$ cat src/rtl/uart_pkg.sv
// rtl/uart_pkg.sv - shared types and widths for the UART frame sequencer
package uart_pkg;

    localparam int UART_BYTE_W = 8;
    localparam int UART_IDX_W  = 4;

    typedef enum logic [1:0] {
        ST_IDLE,
        ST_SEND,
        ST_WAIT,
        ST_FIN
    } uart_state_e;

endpackage

$ cat src/rtl/uart_frame_sender.sv
// rtl/uart_frame_sender.sv - splits a multi-byte word into LSB-first bytes for the UART transmitter
// Optional trailing XOR checksum byte: UART_FRAME_CKSUM_EN
module uart_frame_sender
    import uart_pkg::*;
#(
    parameter int N_BYTES = 4
) (
    input  logic                           clk,
    input  logic                           rstn,
    input  logic                           start,
    input  logic [UART_BYTE_W*N_BYTES-1:0] data_in,
    input  logic                           tx_done,
    output logic                           send_en,
    output logic [UART_BYTE_W-1:0]         data_byte,
    output logic                           busy,
    output logic                           done
);

    localparam logic [UART_IDX_W-1:0] LAST_IDX = UART_IDX_W'(N_BYTES - 1);

    uart_state_e                       state_q;
    logic [UART_IDX_W-1:0]             idx_q;
    logic [UART_BYTE_W*N_BYTES-1:0]    shadow_q;
    logic                              send_en_q;
    logic [UART_BYTE_W-1:0]            data_byte_q;
    logic                              busy_q;
    logic                              done_q;
    logic [UART_BYTE_W-1:0]            payload_byte;
    logic [UART_BYTE_W-1:0]            cur_byte;

    always_comb begin
        payload_byte = '0;
        for (int i = 0; i < N_BYTES; i++) begin
            if (idx_q == UART_IDX_W'(i)) begin
                payload_byte = shadow_q[i*UART_BYTE_W +: UART_BYTE_W];
            end
        end
    end

`ifdef UART_FRAME_CKSUM_EN
    logic [UART_BYTE_W-1:0] cksum_d;
    logic [UART_BYTE_W-1:0] cksum_q;
    logic                   ck_phase_q;

    always_comb begin
        cksum_d = '0;
        for (int i = 0; i < N_BYTES; i++) begin
            cksum_d = cksum_d ^ data_in[i*UART_BYTE_W +: UART_BYTE_W];
        end
    end

    assign cur_byte = ck_phase_q ? cksum_q : payload_byte;

    always_ff @(posedge clk or negedge rstn) begin
        if (!rstn) begin
            cksum_q    <= '0;
            ck_phase_q <= 1'b0;
        end else if (state_q == ST_IDLE && start) begin
            cksum_q    <= cksum_d;
            ck_phase_q <= 1'b0;
        end else if (state_q == ST_WAIT && tx_done && idx_q == LAST_IDX) begin
            ck_phase_q <= 1'b1;
        end
    end
`else
    assign cur_byte = payload_byte;
`endif

    // SEND entered from WAIT spends one cycle loading the byte, so the next
    // send_en lands two edges after the accepted tx_done.
    always_ff @(posedge clk or negedge rstn) begin
        if (!rstn) begin
            state_q     <= ST_IDLE;
            idx_q       <= '0;
            shadow_q    <= '0;
            send_en_q   <= 1'b0;
            data_byte_q <= '0;
            busy_q      <= 1'b0;
            done_q      <= 1'b0;
        end else begin
            case (state_q)
                ST_IDLE: begin
                    if (start) begin
                        shadow_q    <= data_in;
                        idx_q       <= '0;
                        send_en_q   <= 1'b1;
                        data_byte_q <= data_in[UART_BYTE_W-1:0];
                        busy_q      <= 1'b1;
                        state_q     <= ST_SEND;
                    end
                end
                ST_SEND: begin
                    if (send_en_q) begin
                        send_en_q <= 1'b0;
                        state_q   <= ST_WAIT;
                    end else begin
                        send_en_q   <= 1'b1;
                        data_byte_q <= cur_byte;
                    end
                end
                ST_WAIT: begin
                    if (tx_done) begin
                        if (idx_q != LAST_IDX) begin
                            idx_q   <= idx_q + 1'b1;
                            state_q <= ST_SEND;
`ifdef UART_FRAME_CKSUM_EN
                        end else if (!ck_phase_q) begin
                            state_q <= ST_SEND;
`endif
                        end else begin
                            done_q  <= 1'b1;
                            state_q <= ST_FIN;
                        end
                    end
                end
                ST_FIN: begin
                    done_q  <= 1'b0;
                    busy_q  <= 1'b0;
                    state_q <= ST_IDLE;
                end
                default: state_q <= ST_IDLE;
            endcase
        end
    end

    assign send_en   = send_en_q;
    assign data_byte = data_byte_q;
    assign busy      = busy_q;
    assign done      = done_q;

endmodule

$ cat config.mk
export PLATFORM = sky130hd
export DESIGN_NAME = uart_frame_sender
export DESIGN_NICKNAME = d
export VERILOG_FILES = /design/src/rtl/uart_pkg.sv /design/src/rtl/uart_frame_sender.sv
export SDC_FILE = /design/constraint.sdc
export NUM_CORES = 1
export LEC_CHECK = 0
export BUFFER_PORTS_ARGS = -buffer_cell sky130_fd_sc_hd__buf_2
export CORE_UTILIZATION = 35
export DETAILED_ROUTE_END_ITERATION = 8
export SYNTH_ARGS = -nofsm -noshare
export SYNTH_HDL_FRONTEND = slang
export SYNTH_SLANG_ARGS = --single-unit
$ cat constraint.sdc
create_clock -name clk -period 1.55 [get_ports clk]
set_input_delay 0.2325 -clock clk [delete_from_list [all_inputs] [get_ports clk]]
set_output_delay 0.2325 -clock clk [all_outputs]
set_load 0.005 [all_outputs]
==> results by stage, run 1 <==
Outcome:
- The run finished, with violations left.
- The final reports fail on negative setup slack.

Routing:
- The number of vias per cell after detailed routing is roughly 5.2.
- The final layout contains routed wiring with a total length of approximately 6300 µm.
- Once detail routing completed, the nets flagged for antenna violations numbered 0.
- The total DRC errors in the routed layout is 0.
- The overall via count from detail_route is between 2,000 and 2,500.
- The first detailed-routing pass ran for 4 iterations.
- The wire length per cell is 16.0 µm.
- The count of routing violations after the opening detailed-route iteration is 77.

Placed design:
- The routability congestion estimate from global placement is 0.765.
- At the placement stage, the worst setup path has a slack of -0.119 ns.
- The port buffer count is 46.
- The post-DP HPWL is between 4000 and 5000 µm.

Synthesis:
- After synthesis, the mean cell area works out to between 10 and 15 µm².
- After synthesis the netlist holds a flip-flop and latch count of 49.
- The number of synthesized flops with an enable pin is 0.
- When the netlist entered floorplanning its net count stood at 265.
- The sequential element share of the synthesized area is around 46%.
- The warning count from the yosys run is 0.
- The synthesized instance count is ~230.
- The mapped netlist covers around 2600 µm².
- The number of distinct library cells after synthesis is 35.
- The most used flip-flop cell after synthesis is sky130_fd_sc_hd__dfrtp_1.
- The fraction of registers with async set or reset after synthesis is between 90% and 100%.

Worst setup path:
- The delay of the slowest cell on the worst path is 0.61 ns.
- The worst setup path is of the register to register kind.
- For flop-to-flop paths, the worst setup slack is -0.006 ns.
- The signal on the critical path passes through ha_4 -> or4b_2 -> a22oi_2 -> a221oi_2.
- The cell count of the worst reg-to-reg path is 4.
- The reg-to-reg startpoint is idx_q[1]$_DFFE_PN0P_.
- The endpoint of the most critical register-to-register path is data_byte[7]$_DFFE_PN0P_.
- STA classifies the critical path endpoint as a register.
- The worst path required time is between 1.5 and 2 ns.
- Of all nets on the critical path, the largest fanout is 7.
- The startpoint class of the critical path is a register.
- For this design, the slowest cell found on the critical path is sky130_fd_sc_hd__or4b_2.
- For the worst setup path, the data arrival time is 1.74 ns.
- The most critical setup path has its startpoint at idx_q[1]$_DFFE_PN0P_.

GRT:
- The number of global-route vias before repair came to 1,976.
- After global routing the overflow that remains totals 0.
- Global routing consumed, over all layers together, between 15 and 20% of the routing resources.
- The pin count of the biggest net entering global routing is 50.
- The number of antenna violations at the first check in global routing is 0.
- The first-pass GRT wire length is 9820 µm.

STA:
- The peak clock frequency supported by timing is 643 MHz.
- Of the available clock period, the critical path in the final layout requires 100%.
- The clock arrives with 0.00688 ns of skew.
- Setup repair after global routing could not meet its margin everywhere.
- For the finished layout, the period the worst path requires is approximately 1.6 ns.
- The total of endpoints with negative setup slack in the final report is 1.
- The total count of hold-check failures in the final report is 0.
- The worst pin sits at a relative slew slack of between 60 and 70%.
- Across all setup checks in the final design, the least slack found is -0.00572 ns.
- The final-report max-slew violation count was 0.
- The slew at the pin closest to its max-slew limit is 0.489 ns.

Worst hold path:
- The critical hold path startpoint is data_in[9].
- The type of the tightest min-delay check is input port to register.
- Along the worst hold path, the cell count comes to 2.
- The terminating pin of the worst hold path is shadow_q[9]$_DFFE_PN0P_.

Clock tree:
- For the worst-skew pair, the clock arrives at the later sink with an insertion delay of around 0.31 ns.
- The CTS tree is done.
- Clock tree synthesis found a total of 49 sinks.
- The clock passes through at most 2 buffers.
- The H-tree depth is 2.
- Clock tree synthesis selected as its root buffer the cell sky130_fd_sc_hd__clkbuf_8.
- The clock transition at the registers of the reported paths is 0.09 ns.
- The TritonCTS buffer count is 5.

Flow run:
- Max-cap violations in this run came to 0.

Floorplanning:
- The floorplan step defined a die boundary enclosing between 7000 and 8000 µm².
- The die outline height is slightly below 90 µm.
- In this run the count of I/O pins placed on the die edge is 47.
- The die width is between 80 and 90 µm.
- The initial utilization of the core area, before any placement, comes to between 30% and 40%.
- The total number of placement rows is 31.
- The area inside the core boundary is approximately 7300 µm².

Pwr:
- The leakage power is 1.58 nW.
- Power spread over the standard cell area amounts to roughly 1900 nW/µm².
- The peak supply drop is just over 0.6 mV.

Final layout:
- The total inserted antenna cells is 0.
- The net count reported at finish is about 330.
- The core utilization of the finished layout is between 40% and 50%.
- The post-route netlist has approximately 55% of its cells at a drive strength greater than 1.
- From synthesis to final layout, the design area changed by 32.5%.
[critical path, delay by kind of cell, from the launching register on]
family                   cells  cell delay, ns
AO/OA/AOI/OAI                2            0.20
flip-flops                   1            0.43
AND/OR/NAND/NOR              1            0.61
adder cells (fa/ha/maj)      1            0.18
[what timing repair did]
action,CTS,global route
gates cloned,0,1
pin swaps,4,11
gates resized for setup,7,41
setup buffers,1,0
setup endpoints to repair,11,28
hold endpoints to repair,49,0
hold buffers,1,0
[power by group]
part           internal [W]  switching (W)
sequential          0.00191       0.000409
combinational       0.00191        0.00149
clock              0.000470       0.000440
total               0.00428        0.00234
[sequential cells by signal (all words and copies together) (netlist names)]
| name | cells |
|---|---|
| busy | 1 |
| data_byte | 8 |
| done | 1 |
| idx_q | 4 |
| send_en | 1 |
| shadow_q | 32 |
| state_q | 2 |
[layout by cell type, fill, tap and decap left out, types with 2 or more instances in the layout]
| cell type | instances |
|---|---|
| sky130_fd_sc_hd__buf_4 | 21 |
| sky130_fd_sc_hd__a21oi_1 | 3 |
| sky130_fd_sc_hd__buf_12 | 4 |
| sky130_fd_sc_hd__a221oi_2 | 8 |
| sky130_fd_sc_hd__nand2_1 | 10 |
| sky130_fd_sc_hd__nor2b_1 | 2 |
| sky130_fd_sc_hd__buf_2 | 46 |
| sky130_fd_sc_hd__or4b_4 | 9 |
| sky130_fd_sc_hd__or4b_2 | 2 |
| sky130_fd_sc_hd__nand3b_1 | 8 |
| sky130_fd_sc_hd__o31ai_1 | 2 |
| sky130_fd_sc_hd__inv_1 | 11 |
| sky130_fd_sc_hd__ha_4 | 3 |
| sky130_fd_sc_hd__mux2_2 | 28 |
| sky130_fd_sc_hd__or4b_1 | 5 |
| sky130_fd_sc_hd__dfrtp_1 | 46 |
| sky130_fd_sc_hd__nand3_1 | 5 |
| sky130_fd_sc_hd__a21o_1 | 17 |
| sky130_fd_sc_hd__clkbuf_8 | 5 |
| sky130_fd_sc_hd__o21ai_0 | 5 |
| sky130_fd_sc_hd__buf_6 | 4 |
| sky130_fd_sc_hd__a22oi_2 | 16 |
| sky130_fd_sc_hd__or4_1 | 3 |
| sky130_fd_sc_hd__mux2_1 | 3 |
| sky130_fd_sc_hd__nand2b_1 | 3 |
| sky130_fd_sc_hd__mux2i_1 | 2 |
| sky130_fd_sc_hd__dfrtp_2 | 3 |
[through the flow]
step	cells	area, µm²	setup TNS [ns]	hold slack, ns	total power [W]
6_report	390	3500	-0.00572	0.131	0.00662
5_1_grt	390	3500	-0.407	0.121	0.00706
4_1_cts	391	3320	-0.380	0.128	0.00635
3_5_place_dp	382	3170	-0.822	0.244	0.00536
3_3_place_gp	382	3170	-0.300	0.243	0.00530
2_1_floorplan	225	2690	-0.828	-0.0631	0.00439
[cell type report]
class	instances	area, µm²
repair buffers	77	548
clock buffers	5	68.8
fillers	719	3790
clock inverters	2	35.0
flip-flops and latches	49	1230
well taps	99	124
multi-input cells	146	1450
inverters	12	45.0
[cell usage after synthesis, types with 2 or more instances]
cell	number	share of area, %
sky130_fd_sc_hd__a21o_1	17	4.8
sky130_fd_sc_hd__a21oi_1	3	0.57
sky130_fd_sc_hd__a221oi_1	7	2.3
sky130_fd_sc_hd__a22oi_1	16	4.5
sky130_fd_sc_hd__buf_2	3	0.57
sky130_fd_sc_hd__buf_6	7	3.0
sky130_fd_sc_hd__clkbuf_1	5	0.71
sky130_fd_sc_hd__dfrtp_1	49	46
sky130_fd_sc_hd__ha_1	4	1.9
sky130_fd_sc_hd__inv_1	12	1.7
sky130_fd_sc_hd__mux2_1	3	1.3
sky130_fd_sc_hd__mux2_2	29	12
sky130_fd_sc_hd__mux2i_1	3	1.1
sky130_fd_sc_hd__nand2_1	10	1.4
sky130_fd_sc_hd__nand2b_1	3	0.71
sky130_fd_sc_hd__nand3_1	5	0.95
sky130_fd_sc_hd__nand3b_1	8	2.3
sky130_fd_sc_hd__nor2b_1	2	0.47
sky130_fd_sc_hd__nor3b_1	2	0.57
sky130_fd_sc_hd__o21ai_0	5	0.95
sky130_fd_sc_hd__o31ai_1	2	0.57
sky130_fd_sc_hd__or4_1	3	0.85
sky130_fd_sc_hd__or4b_1	14	5.3
sky130_fd_sc_hd__or4b_2	2	0.76
[per-layer routing]
metal	global-route usage, %	vias up	part of all wire [%]
met5	0	-	0
met4	4.99	0	1.2
met3	3.64	5	4.5
met2	27.3	44	48
met1	22.1	1010	46
li1	-	975	-
[cell families (layout without fill, tap and decap cells)]
family,after synthesis,in the layout,share of synthesized area [%]
buffers and inverters,30,96,6.92
multiplexers,35,35,14.8
adder cells (fa/ha/maj),4,4,1.89
flip-flops,49,49,46.4
AO/OA/AOI/OAI,54,54,15.3
AND/OR/NAND/NOR,53,53,14.7
[how the worst max path moves through the flow]
stage	to	slack (ns)	cells past startpoint
2_1_floorplan	data_byte[0]$_DFFE_PN0P_	-0.10	7
3_3_place_gp	idx_q[1]$_DFFE_PN0P_	-0.06	5
3_5_place_dp	data_byte[7]$_DFFE_PN0P_	-0.12	4
4_1_cts	idx_q[1]$_DFFE_PN0P_	-0.06	5
5_1_grt	data_byte[7]$_DFFE_PN0P_	-0.07	5
6_report	data_byte[7]$_DFFE_PN0P_	-0.006	4
Power figures use the tool's default switching activity.
==> run 2, diff against run 1 <==
Settings changed: SLEW_MARGIN from default to 20.
Clock period 1.55 ns to 1.8 ns, I/O delays scaled along.
==> run 2 against run 1 <==
Compared with the run above:
- sequential share of layout area rose by 4.1 points
- the flow now finishes without violations
- clock-buffer cell count grew 2
- first-iteration DRC count up 38%
- worst setup slack better by 0.10 ns
- total power down 25%
- via count shrank 1.1%
- die area unchanged
- largest cell class unchanged
- register-to-register slack better by 0.10 ns
==> results by stage, run 2 (same netlist as run 1, synthesis figures left out) <==
Floorplanning:
- The die outline height is roughly 90 µm.
- The area enclosed by the die boundary is ~7900 µm².
- The area inside the core boundary is ~7300 µm².
- The I/O pin total is 47.
- The total number of placement rows is 31.
- The die is 88.9 µm wide.
- The initial cell density of the core is between 30 and 40%.

Pwr:
- The switching part of the total is 35.2%.
- The analysis attributes to cell leakage a power of approximately 1.5 nW.
- Across the VDD grid, the largest voltage drop is approximately 0.77 mV.
- For this design the total switching power over the nets is 0.00174 W.
- Power spread over the standard cell area amounts to between 1500 and 2000 nW/µm².
- The combinational power share is 43.6%.
- The clock network accounts for around 14% of the total power.
- The design draws ~0.005 W.
- The internal portion of the total power is roughly 0.0032 W.
- Of the total power, registers draw a little over two fifths.

STA:
- Setup repair after global routing left no endpoint under its margin.
- Derived from the worst setup path, the maximum achievable clock frequency is slightly below 600 MHz.
- The total of endpoints with negative setup slack in the final report is 0.
- The total count of hold-check failures in the final report came to 0.
- The worst max-slew margin expressed relative to the limit is 65.1%.
- The setup clock skew after layout is ~0.0085 ns.
- Final hold analysis gives a worst-case slack of roughly 0.18 ns.
- Counting I/O delays and the setup requirement, the final critical path takes 1.70 ns.
- The fraction of the cycle the final worst path needs is 94.7%.
- The final-report max-slew violation count is 0.
- The post-layout worst setup margin is ~0.096 ns.
- The slew at the pin closest to its max-slew limit is about 0.52 ns.

Final layout:
- The total inserted antenna cells is 0.
- The register with the most flip-flops in the layout has 32 of them.
- The area growth from synthesis to layout is 18.6%.
- The count of filler cells inserted in the layout is approximately 740.
- The final cell count without fillers is around 380.
- After the last flow step, the layout net total stands at about 320.
- Of the cells placed in the final design, the portion with a size suffix greater than 1 is between 30% and 40%.
- The register containing the most flip-flops in the final layout is shadow_q.
- The post-route standard cell area excluding fillers is 3130 µm².
- Leaving out fill and tap cells, the most frequent cell in the layout is sky130_fd_sc_hd__dfrtp_1.
- In the layout the commonest cells are sky130_fd_sc_hd__dfrtp_1, sky130_fd_sc_hd__buf_2, sky130_fd_sc_hd__mux2_2, sky130_fd_sc_hd__a21o_1, sky130_fd_sc_hd__a22oi_1.

Worst setup path:
- At the worst endpoint, the required time is between 1.5 and 2 ns.
- The largest fanout of any net on the critical path is 8.
- The startpoint class of the critical path is a register.
- The kind of end point of the critical path is a register.
- The critical setup path kind is register to register.
- The worst register-to-register path ends at data_byte[5]$_DFFE_PN0P_.
- STA puts the critical path data arrival time at 1.87 ns.
- The cell count of the worst reg-to-reg path is 5.
- The worst register-to-register path begins at idx_q[1]$_DFFE_PN0P_.
- Setup slack on the worst reg-to-reg path comes out at about 0.096 ns.

Clock tree:
- The root buffer cell is sky130_fd_sc_hd__clkbuf_8.
- Clock-pin slew was measured on the worst setup and hold paths at around 0.09 ns.
- TritonCTS built the clock tree.
- The longest clock path from root to sink contains 2 buffers.
- The TritonCTS buffer count is 5.
- In this run the number of H-tree levels came out at 2.
- The clock sink total is 49.
- The insertion delay to the later sink of the worst-skew pair is roughly 0.30 ns.

GRT:
- The total overflow left after global routing is 0.
- The pin count of the biggest net entering global routing is 30.
- The number of global-route vias before repair was about 1,900.
- The total routing usage reported by global routing is between 10% and 20%.
- The number of antenna violations at the first check in global routing is 0.
- The first-pass GRT wire length is slightly below 10,000 µm.

Placed design:
- The post-placement setup slack is -0.0105 ns.
- The port buffer count is 46.
- The number of placed cells counting well taps is 368.
- The HPWL after detailed placement is 4470 µm.
- The congestion estimate from routability-driven global placement came to 0.850.
- The placed instances occupy a cell area of about 3000 µm².

Flow run:
- Max-cap violations in this run came to 0.

Routing:
- The total DRC errors in the routed layout is 0.
- The overall via count from detail_route is around 2,000.
- The first TritonRoute pass finished after 4 iterations.
- The count of routing violations after the opening detailed-route iteration is about 110.
- Wires add up to slightly above 6000 µm.
- The wire length per cell is ~16 µm.
- The number of vias per cell after detailed routing is approximately 5.3.
- Once detail routing completed, the nets flagged for antenna violations numbered 0.

Worst hold path:
- The type of the tightest min-delay check is input port to register.
- The path with the worst hold slack has its endpoint at shadow_q[9]$_DFFE_PN0P_.
- The number of cells traversed by the worst hold path is 2.
- The critical hold path startpoint is data_in[9].

Outcome:
- The flow ran to the end, and the final reports show no timing, DRC or antenna violations.
[run 2: worst max-delay path: stages, from the launching register on]
cell	delay [ns]
sky130_fd_sc_hd__dfrtp_1	0.44
sky130_fd_sc_hd__ha_2	0.28
sky130_fd_sc_hd__buf_4	0.14
sky130_fd_sc_hd__or4b_1	0.46
sky130_fd_sc_hd__a22oi_1	0.18
sky130_fd_sc_hd__a221oi_1	0.07
[run 2: how the worst max path moves through the flow]
stage | from | endpoint | slack (ns) | cells after the start
global route | idx_q[1]$_DFFE_PN0P_ | data_byte[5]$_DFFE_PN0P_ | 0.02 | 5
floorplan | idx_q[0]$_DFFE_PN0P_ | data_byte[0]$_DFFE_PN0P_ | 0.10 | 7
detailed placement | idx_q[0]$_DFFE_PN0P_ | data_byte[3]$_DFFE_PN0P_ | -0.01 | 5
global placement | idx_q[0]$_DFFE_PN0P_ | data_byte[4]$_DFFE_PN0P_ | 0.10 | 5
finish | idx_q[1]$_DFFE_PN0P_ | data_byte[5]$_DFFE_PN0P_ | 0.1 | 5
CTS | idx_q[0]$_DFFE_PN0P_ | state_q[1]$_DFFE_PN0P_ | 0.02 | 5
[run 2: timing repair]
| item | in CTS | in global routing |
|---|---|---|
| buffers inserted | 0 | 0 |
| resized for setup | 1 | 5 |
| endpoints found under the setup margin | 2 | 10 |
| cloned | 0 | 0 |
| endpoints found under the hold margin | 21 | 0 |
| hold buffers | 1 | 0 |
[run 2: power by group through the flow]
| stage | Sequential [W] | Clock [W] | Combinational (W) |
|---|---|---|---|
| after CTS | 0.00207 | 0.000741 | 0.00218 |
| after detailed placement | 0.00209 | 0 | 0.00217 |
| after global routing | 0.00214 | 0.000777 | 0.00241 |
| after global placement | 0.00207 | 0 | 0.00213 |
| after floorplan | 0.00190 | 0 | 0.00171 |
| final | 0.00207 | 0.000711 | 0.00215 |
[run 2: cell type report]
| type | count | area [µm²] | area share [%] |
|---|---|---|---|
| clock inverters | 1 | 5.00 | 0.160 |
| repair buffers | 63 | 385 | 12.3 |
| well taps | 99 | 124 | 3.96 |
| flip-flops and latches | 49 | 1230 | 39.2 |
| clock buffers | 7 | 96.3 | 3.08 |
| multi-input cells | 146 | 1250 | 39.8 |
| inverters | 12 | 45.0 | 1.44 |
[run 2: routing by layer]
layer	vias to the layer above	wire, µm	track usage, %
met5	-	0	0
met4	0	75	5.13
met3	7	282	3.73
met2	56	2870	26.4
met1	1000	2850	22.5
li1	949	-	-
[run 2: per-stage QoR]
stage | utilization [%] | TNS [ns]
final | 42.9 | 0
after global routing | 42.9 | 0
after CTS | 42.8 | 0
after detailed placement | 41.2 | -0.0105
after global placement | 41.2 | 0
after floorplan | - | 0
